$ cat config.mk
export PLATFORM = sky130hd
export DESIGN_NAME = mfp_gauss_kernel_streamer
export DESIGN_NICKNAME = d
export VERILOG_FILES = /design/src/rtl/mfp_pkg.sv /design/src/rtl/mfp_gauss_coef_rom.sv /design/src/rtl/mfp_gauss_kernel_streamer.sv
export SDC_FILE = /design/constraint.sdc
export NUM_CORES = 1
export LEC_CHECK = 0
export ABC_AREA = 1
export ABC_CLOCK_PERIOD_IN_PS = 5500
export BUFFER_PORTS_ARGS = -buffer_cell sky130_fd_sc_hd__buf_2
export CAP_MARGIN = 20
export CORE_UTILIZATION = 50
export CTS_CLUSTER_DIAMETER = 30
export CTS_CLUSTER_SIZE = 24
export DETAILED_ROUTE_END_ITERATION = 8
export PLACE_DENSITY = 0.78
export SLEW_MARGIN = 20
export SYNTH_ARGS = -nofsm -noshare
export SYNTH_HDL_FRONTEND = slang
export SYNTH_HIERARCHICAL = 1
export SYNTH_SLANG_ARGS = --single-unit
$ cat constraint.sdc
create_clock -name clk -period 5.5 [get_ports clk]
set_input_delay 1.1 -clock clk [delete_from_list [all_inputs] [get_ports clk]]
set_output_delay 1.1 -clock clk [all_outputs]
set_load 0.02 [all_outputs]
$ cat src/rtl/mfp_pkg.sv
// Shared constants, types and elaboration-time helpers for the
// Gaussian kernel streamer: fixed-point conversion, coefficients, widths.
package mfp_pkg;

    typedef enum logic [0:0] {
        ST_IDLE,
        ST_STREAM
    } strm_state_t;

    // Round half away from zero, then saturate to +/-(2^(w-1)-1).
    function automatic int to_fixed(input real v, input int fbits,
                                    input int w);
        real m;
        int  lim;
        int  r;
        m = 1.0;
        for (int i = 0; i < fbits; i++) m = m * 2.0;
        lim = (1 << (w - 1)) - 1;
        if (v >= 0.0) r = $rtoi(v * m + 0.5);
        else          r = -$rtoi(-v * m + 0.5);
        if (r > lim)  r = lim;
        if (r < -lim) r = -lim;
        return r;
    endfunction

    // Normalised Gaussian sample at x for sigma = sig0 * step^s.
    function automatic int gauss_coef(input int s, input int x,
                                      input real sig0, input real step,
                                      input int w, input real gain);
        real sig;
        real g;
        sig = sig0;
        for (int i = 0; i < s; i++) sig = sig * step;
        g = gain * $exp(-real'(x * x) / (2.0 * sig * sig))
            / ($sqrt(2.0 * 3.14159265358979) * sig);
        return to_fixed(g, w - 1, w);
    endfunction

    function automatic int sum_w(input int w, input int half);
        return w + $clog2(2 * half + 1);
    endfunction

    function automatic int x_w(input int half);
        return $clog2(half + 1) + 1;
    endfunction

endpackage

$ cat src/rtl/mfp_gauss_coef_rom.sv
// Constant table of the non-negative half of each kernel.
// Ports: scale, ax (|x|) in; coef out (combinational, 0 if out of range).
module mfp_gauss_coef_rom
    import mfp_pkg::*;
#(
    parameter int  OUTPUT_W   = 8,
    parameter int  HALF_LEN   = 5,
    parameter int  NUM_SCALES = 4,
    parameter real SIG0       = 1.6,
    parameter real SIG_STEP   = 1.259921,
    parameter real SCALE      = 1.0,
    parameter int  SW         = $clog2(NUM_SCALES) + 1,
    parameter int  AW         = x_w(HALF_LEN)
) (
    input  logic [SW-1:0]       scale,
    input  logic [AW-1:0]       ax,
    output logic [OUTPUT_W-1:0] coef
);

    localparam int ROW = HALF_LEN + 1;
    localparam int N   = NUM_SCALES * ROW;

    logic [OUTPUT_W-1:0] rom [N];
    int                  idx;

    for (genvar i = 0; i < N; i++) begin : g_rom
        localparam int V = gauss_coef(i / ROW, i % ROW, SIG0, SIG_STEP,
                                      OUTPUT_W, SCALE);
        assign rom[i] = V[OUTPUT_W-1:0];
    end

    always_comb begin
        coef = '0;
        idx  = int'(scale) * ROW + int'(ax);
        for (int i = 0; i < N; i++) begin
            if (idx == i) coef = rom[i];
        end
    end

endmodule

$ cat src/rtl/mfp_gauss_kernel_streamer.sv
// Streams one stored Gaussian kernel tap per handshake with x, markers
// and running sum. Ports: req_* request in, tap_* beat out, err pulse.
module mfp_gauss_kernel_streamer
    import mfp_pkg::*;
#(
    parameter int  OUTPUT_W   = 8,
    parameter int  HALF_LEN   = 5,
    parameter int  NUM_SCALES = 4,
    parameter real SIG0       = 1.6,
    parameter real SIG_STEP   = 1.259921,
    parameter real SCALE      = 1.0
) (
    input  logic                                clk,
    input  logic                                rst_n,
    input  logic                                req_valid,
    output logic                                req_ready,
    input  logic [$clog2(NUM_SCALES):0]         req_scale,
    input  logic                                req_half,
    output logic                                tap_valid,
    input  logic                                tap_ready,
    output logic [OUTPUT_W-1:0]                 tap_data,
    output logic [x_w(HALF_LEN)-1:0]            tap_x,
    output logic                                tap_first,
    output logic                                tap_last,
    output logic [sum_w(OUTPUT_W,HALF_LEN)-1:0] tap_sum,
    output logic                                err
);

    localparam int SW = $clog2(NUM_SCALES) + 1;
    localparam int XW = x_w(HALF_LEN);
    localparam int TW = sum_w(OUTPUT_W, HALF_LEN);
    localparam int XMIN = -HALF_LEN;
    localparam logic signed [XW-1:0] X_MIN = XW'(XMIN);
    localparam logic signed [XW-1:0] X_MAX = XW'(HALF_LEN);

    strm_state_t               state_q, state_d;
    logic [SW-1:0]             scale_q, scale_d;
    logic signed [XW-1:0]      x_d;
    logic [SW-1:0]             rd_scale;
    logic signed [XW-1:0]      rd_x;
    logic [XW-1:0]             rd_ax;
    logic [OUTPUT_W-1:0]       coef;
    logic [OUTPUT_W-1:0]       data_d;
    logic [TW-1:0]             sum_d;
    logic                      first_d, last_d, err_d;

    // ROM address: the candidate start tap while idle, else the next tap.
    always_comb begin
        rd_scale = scale_q;
        rd_x     = $signed(tap_x) + XW'(1);
        if (state_q == ST_IDLE) begin
            rd_scale = req_scale;
            rd_x     = req_half ? '0 : X_MIN;
        end
        rd_ax = rd_x[XW-1] ? XW'(-rd_x) : XW'(rd_x);
    end

    mfp_gauss_coef_rom #(
        .OUTPUT_W   (OUTPUT_W),
        .HALF_LEN   (HALF_LEN),
        .NUM_SCALES (NUM_SCALES),
        .SIG0       (SIG0),
        .SIG_STEP   (SIG_STEP),
        .SCALE      (SCALE),
        .SW         (SW),
        .AW         (XW)
    ) u_rom (
        .scale (rd_scale),
        .ax    (rd_ax),
        .coef  (coef)
    );

    always_comb begin
        state_d = state_q;
        scale_d = scale_q;
        x_d     = $signed(tap_x);
        data_d  = tap_data;
        sum_d   = tap_sum;
        first_d = tap_first;
        last_d  = tap_last;
        err_d   = 1'b0;
        unique case (state_q)
            ST_IDLE: begin
                if (req_valid) begin
                    if (int'(req_scale) >= NUM_SCALES) begin
                        err_d = 1'b1;
                    end else begin
                        state_d = ST_STREAM;
                        scale_d = req_scale;
                        x_d     = rd_x;
                        data_d  = coef;
                        sum_d   = TW'(coef);
                        first_d = 1'b1;
                        last_d  = (rd_x == X_MAX);
                    end
                end
            end
            ST_STREAM: begin
                if (tap_ready) begin
                    first_d = 1'b0;
                    if (tap_last) begin
                        state_d = ST_IDLE;
                        last_d  = 1'b0;
                    end else begin
                        x_d    = rd_x;
                        data_d = coef;
                        sum_d  = tap_sum + TW'(coef);
                        last_d = (rd_x == X_MAX);
                    end
                end
            end
            default: state_d = ST_IDLE;
        endcase
    end

    always_ff @(posedge clk) begin
        if (!rst_n) begin
            state_q   <= ST_IDLE;
            scale_q   <= '0;
            req_ready <= 1'b1;
            tap_valid <= 1'b0;
            tap_data  <= '0;
            tap_x     <= '0;
            tap_sum   <= '0;
            tap_first <= 1'b0;
            tap_last  <= 1'b0;
            err       <= 1'b0;
        end else begin
            state_q   <= state_d;
            scale_q   <= scale_d;
            req_ready <= (state_d == ST_IDLE);
            tap_valid <= (state_d == ST_STREAM);
            tap_data  <= data_d;
            tap_x     <= x_d;
            tap_sum   <= sum_d;
            tap_first <= first_d;
            tap_last  <= last_d;
            err       <= err_d;
        end
    end

endmodule

* After elaboration in Yosys (flattened, before gate mapping)
Cells that the tools add are included.
Operators by class: $add $sub $neg 4, multipliers 1, divide/modulo/power cells 0, order comparisons 1, equality and inequality tests 28, shift operators 0, muxes and demuxes 58, bitwise gates (word level) 5, reductions and logical operators 5
Operator list (number):
- $eq A32 B5 Y1 const B | 8
- $eq A32 B6 Y1 const B | 8
- $mux W6 | 24
- $eq A32 B4 Y1 const B | 4
- $eq A32 B3 Y1 const B | 2
- $mux W12 | 4
- $add A32 B5 Y32 | 1
- $eq A32 B2 Y1 const B | 1
- $logic_not A32 Y1 | 1
- $mux W8 | 4
- $mux W4 | 7
- $pmux W12 S2 | 1
- $pmux W8 S2 | 1
- $add A12 B8 Y12 | 1
- $mux W1 | 12
- $ne A2 B2 Y1 const B | 4
- $pmux W4 S2 | 1
- $pmux W1 S2 | 3
- $reduce_and A3 Y1 | 2
- $mul A3 B2 Y5 const B | 1
- $not A1 Y1 | 5
- $add A4 B2 Y4 const B | 1
- $eq A4 B4 Y1 const B | 1
- $neg A4 Y4 | 1
- 4 further kinds | 4
Word-level totals: register bits 32, bits in latches 0, bits in writable memories 0, memory bits (read-only) 0, output and inout port bits 29, logic and storage cells 111, memories 0

* Logic depth before layout (Yosys ltp)
depth after elaboration 34, gate-level depth with buffers 33, mapped depth without buffers 32

* Modules after synthesis
Netlist, hierarchy kept.
Modules (own cells, without submodules):
- mfp_gauss_kernel_streamer | instances 1, cells each 274, area an instance 1904.3 sq um
- mfp_gauss_coef_rom | instances 1, cells each 121, area an instance 636.9 sq um

* Worst setup path before layout
OpenSTA, ideal clock, no wires.
kind input to register, start input req_half, end register tap_sum[10], library setup time 0.112 ns, arrival time 4.430 ns, slack 0.958 ns, cell stages on the path 30, buffers on the path 0, cell sequence nor2_1 > inv_1 > o21ai_1 > inv_1 > ha_1 > inv_1 > nand2_1 > xor2_1 > inv_1 > fa_1 > inv_1 > nand2_1 > nand2_1 > nand3_1 > nand2_2 > nand2_2 > nor2_1 > nand2_1 > nand3_1 > ha_1 > inv_1 > fa_1 > inv_1 > nand2_1 > nand3_1 > nand3_1 > nand2_1 > nand4_1 > nand2_1 > nor2_2
Between the ends: elaborated cells between the ends (all ways) 57
RTL lines:
- start, declared | line mfp_gauss_kernel_streamer.sv:18 | input logic req_half,
- $mux W4 * | line mfp_gauss_kernel_streamer.sv:53 | rd_x = req_half ? '0 : X_MIN;
- $mux W4 * | line mfp_gauss_kernel_streamer.sv:51 | if (state_q == ST_IDLE) begin
- $neg A4 Y4 | line mfp_gauss_kernel_streamer.sv:55 | rd_ax = rd_x[XW-1] ? XW'(-rd_x) : XW'(rd_x);
- $mux W4 * | line mfp_gauss_kernel_streamer.sv:55
- named net rd_ax[0] | line mfp_gauss_kernel_streamer.sv:41 | logic [XW-1:0] rd_ax;
- $add A32 B5 Y32 * | line mfp_gauss_coef_rom.sv:34 | idx = int'(scale) * ROW + int'(ax);
- $eq A32 B2 Y1 | line mfp_gauss_coef_rom.sv:36 | if (idx == i) coef = rom[i];
- $mux W6 (22 in a row) | line mfp_gauss_coef_rom.sv:36
- $mux W6 * | line mfp_gauss_coef_rom.sv:36
- named net coef[0] | line mfp_gauss_kernel_streamer.sv:42 | logic [OUTPUT_W-1:0] coef;
- $add A12 B8 Y12 * | line mfp_gauss_kernel_streamer.sv:107 | sum_d = tap_sum + TW'(coef);
- $mux W12 * | line mfp_gauss_kernel_streamer.sv:101 | if (tap_last) begin
- $mux W12 * | line mfp_gauss_kernel_streamer.sv:99 | if (tap_ready) begin
- $pmux W12 S2 * | line mfp_gauss_kernel_streamer.sv:82 | unique case (state_q)
- end signal, assigned | line mfp_gauss_kernel_streamer.sv:135 | tap_sum <= sum_d;
- end, declared | line mfp_gauss_kernel_streamer.sv:25 | output logic [sum_w(OUTPUT_W,HALF_LEN)-1:0] tap_sum,
Mark *: on every way through the listed nets, which the timed path passes. The rest lies on a longest branch. The select of a mux whose other input is x is not followed. A chain may end at the register's enable or synchronous reset.

* Worst setup path in the final report
Same ends and word-level chain as after synthesis.

==> reports/results.txt <==
Area share of the leading cell type in the synthesized netlist: 0.252
Area leader, netlist: dfxtp_1
Required @ worst endpoint: 5.73 ns
R2R Path End: tap_sum[10]
Synth top area cells: dfxtp_1, nand2_1, ha_1
CTS Root Cell: clkbuf_8
Nets: 455
# clock sinks: 32
Status: finished, final reports clean
Mapped Area: 2540 µm²
Buffers added on ports: 36
Clock skew: 0.00264 ns
CTS Buffer Depth: 2
Syn. warnings: 6
Syn Area/Cell: 6.43 µm²
FF-to-FF path depth: 30
Post-Synthesis Cells: 395
Post-route ant nets: 0
WL final: 6.08 mm
Minimum clock period: 4.91 ns
#FFs+latches synth: 32
Most frequent cells in the layout: nand2_1, inv_1, nor2_1
Hold_ws: 0.450 ns
Number of remaining DRC errors: 0
Fmax: 204 MHz
Seq/Total Area, Yosys: 0.252
Cell Area, Placed: 2730 µm²
Chip height: 73.3 µm
Vias post-DR: 2,475
Number of DRC markers in iteration 0: 175
M3 GR Usage: 0.0412
M1 GR Usage: 0.320
Worst VDD drop: 179 µV
Worst-Margin Slew: 0.550 ns
Final Cycle Share: 0.892
WS Path Type: input pin to flip-flop
Crit-path most repeated cell: nand2_1
Post-DP HPWL: 4.59 mm
Clk slew on worst S/H paths: 0.07 ns
Arr. time, crit path: 5.14 ns
Initial antenna violation count: 0
Total global-route track usage: 0.253
Worst slew margin: 0.633
Final instance area: 2820 µm²
Slowest cell on crit path: fa_1
Type of origin of the critical path: input pin
Dpl ws: 0.345 ns
Gr busiest metal: met2
Cell Pwr Density: 314 nW/µm²
Share of cells above drive strength 1: 0.170
Die area: 5370 µm²
First-pass iteration count of the detailed router: 4
Max-cap violations: 0
HP Class: flip-flop to flip-flop
CP max FO: 7
Crit path capture type: flip-flop
Count of different cell masters after synthesis: 34
P_leak: 1.44 nW
Most common cell after layout, fill and taps aside: nand2_1
Worst setup margin: 0.594 ns
Initial core utilization: 0.528
Critical path startpoint: req_half
Setup slack, reg-to-reg: 0.85 ns
Pins Over Slew Limit: 0
Area grow syn2layout: 10.9%
Post-CTS sizing: 0
Drt wl/cell: 12.3 µm
Number of H-tree levels: 2
Grt total ovfl: 0
Met2 usage: 0.418
Routed vias/inst: 4.99
Number of antenna repair diodes: 0
Multi-input logic area: 1590 µm²
CTS tree: done
CORE AREA: 4820 µm²
CTS hold repair buffers: 0
RD Place Congestion: 0.952
Placed Cells: 488
Final hold viol count: 0
Setup TNS: 0 ns
Die Span X: 73.3 µm
# IOs: 37
Final setup fails: 0
First-pass GRT wire length: 10.4 mm
Vias in the first global route: 2,399
Row Count: 25
Fillers: 480
RSZ-0062 raised after global routing: false
Post-Layout Cell Count: 496
Largest stage delay on the critical path: 0.44 ns
Storage element area: 641 µm²
Largest net degree at the start of global routing: 32
Worst-Skew Late Latency: 0.29 ns
Crit path to: tap_sum[10]
Worst R2R Start: state_q
CTS Buf Count: 5
Post-CTS setup buffer count: 0
## final cells by class
| type | instances | share of cell area |
|---|---|---|
| clock buffers | 6 | 0.0293 |
| clock inverters | 2 | 0.00355 |
| inverters | 60 | 0.0808 |
| multi-input cells | 292 | 0.563 |
| flip-flops and latches | 32 | 0.227 |
| well taps | 67 | 0.0297 |
| repair buffers | 37 | 0.0666 |
## sequential cells by signal, summed over array words and instances, names as in the netlist
signal and cells:
tap_sum 12, tap_data 8, tap_x 4, scale_q 3, err 1, req_ready 1, state_q 1, tap_first 1
tap_last 1
## power breakdown
part / internal, mW / switching [mW] / leakage [nW] / total (mW)
clock: 0.0998 / 0.0904 / 0.0510 / 0.190
combinational: 0.140 / 0.291 / 1.13 / 0.431
sequential: 0.251 / 0.0138 / 0.262 / 0.265
total: 0.491 / 0.395 / 1.44 / 0.886
## synthesized netlist by cell type
library cell	number
nand2_1	103
inv_1	53
nor2_1	40
dfxtp_1	32
a21oi_1	31
nand3_1	28
ha_1	16
o21ai_0	15
nand2_2	8
o21ai_1	8
inv_2	6
nand3b_1	5
xor2_1	5
buf_6	4
nand2_4	4
nand4_1	4
o211ai_1	4
a211oi_2	3
buf_2	3
buf_4	3
fa_1	3
nor2_2	3
clkbuf_1	2
nor3_1	2
a21boi_0	1
a21oi_2	1
a31oi_1	1
conb_1	1
inv_4	1
nor2_4	1
nor2_8	1
o22ai_1	1
o31ai_1	1
or2_1	1
## through the flow
step | utilization | total power, mW
global placement | 0.566 | 0.686
detailed placement | 0.566 | 0.694
CTS | 0.585 | 0.885
finish | 0.585 | 0.886
global route | 0.585 | 0.957
floorplan | - | 0.605
## critical path, delay by kind of cell
| family | cells | cell delay, ns |
|---|---|---|
| and+or+nand+nor | 18 | 1.59 |
| AOI/OAI and AO/OA | 1 | 0.24 |
| buffers and inverters | 8 | 0.70 |
| adders and majority gates | 4 | 1.32 |
| xor gates and xnor gates | 1 | 0.17 |
## metal layers
layer  wire length (µm)  part of all wire
met1               2910              0.48
met2               2660              0.44
met3                347             0.057
met4                161             0.026
met5                  0                 0
## kinds of logic after synthesis
family                     Yosys count  synth area share
other                                1           0.00148
xor gates and xnor gates             5            0.0172
DFF                                 32             0.252
AOI/OAI and AO/OA                   66             0.147
buffers and inverters               72             0.125
adders and majority gates           19             0.102
and+or+nand+nor                    200             0.355
## worst min path at each step
stage,startpoint,end,slack (ns),depth (start not counted)
after global placement,scale_q[1],scale_q[1],0.43,2
final,scale_q[2],scale_q[2],0.45,2
after global routing,tap_data[3],tap_data[3],0.47,2
after CTS,scale_q[2],scale_q[2],0.46,2
after floorplan,scale_q[2],scale_q[2],0.41,2
after detailed placement,scale_q[2],scale_q[2],0.44,2
(Power assumes the default switching activity.)
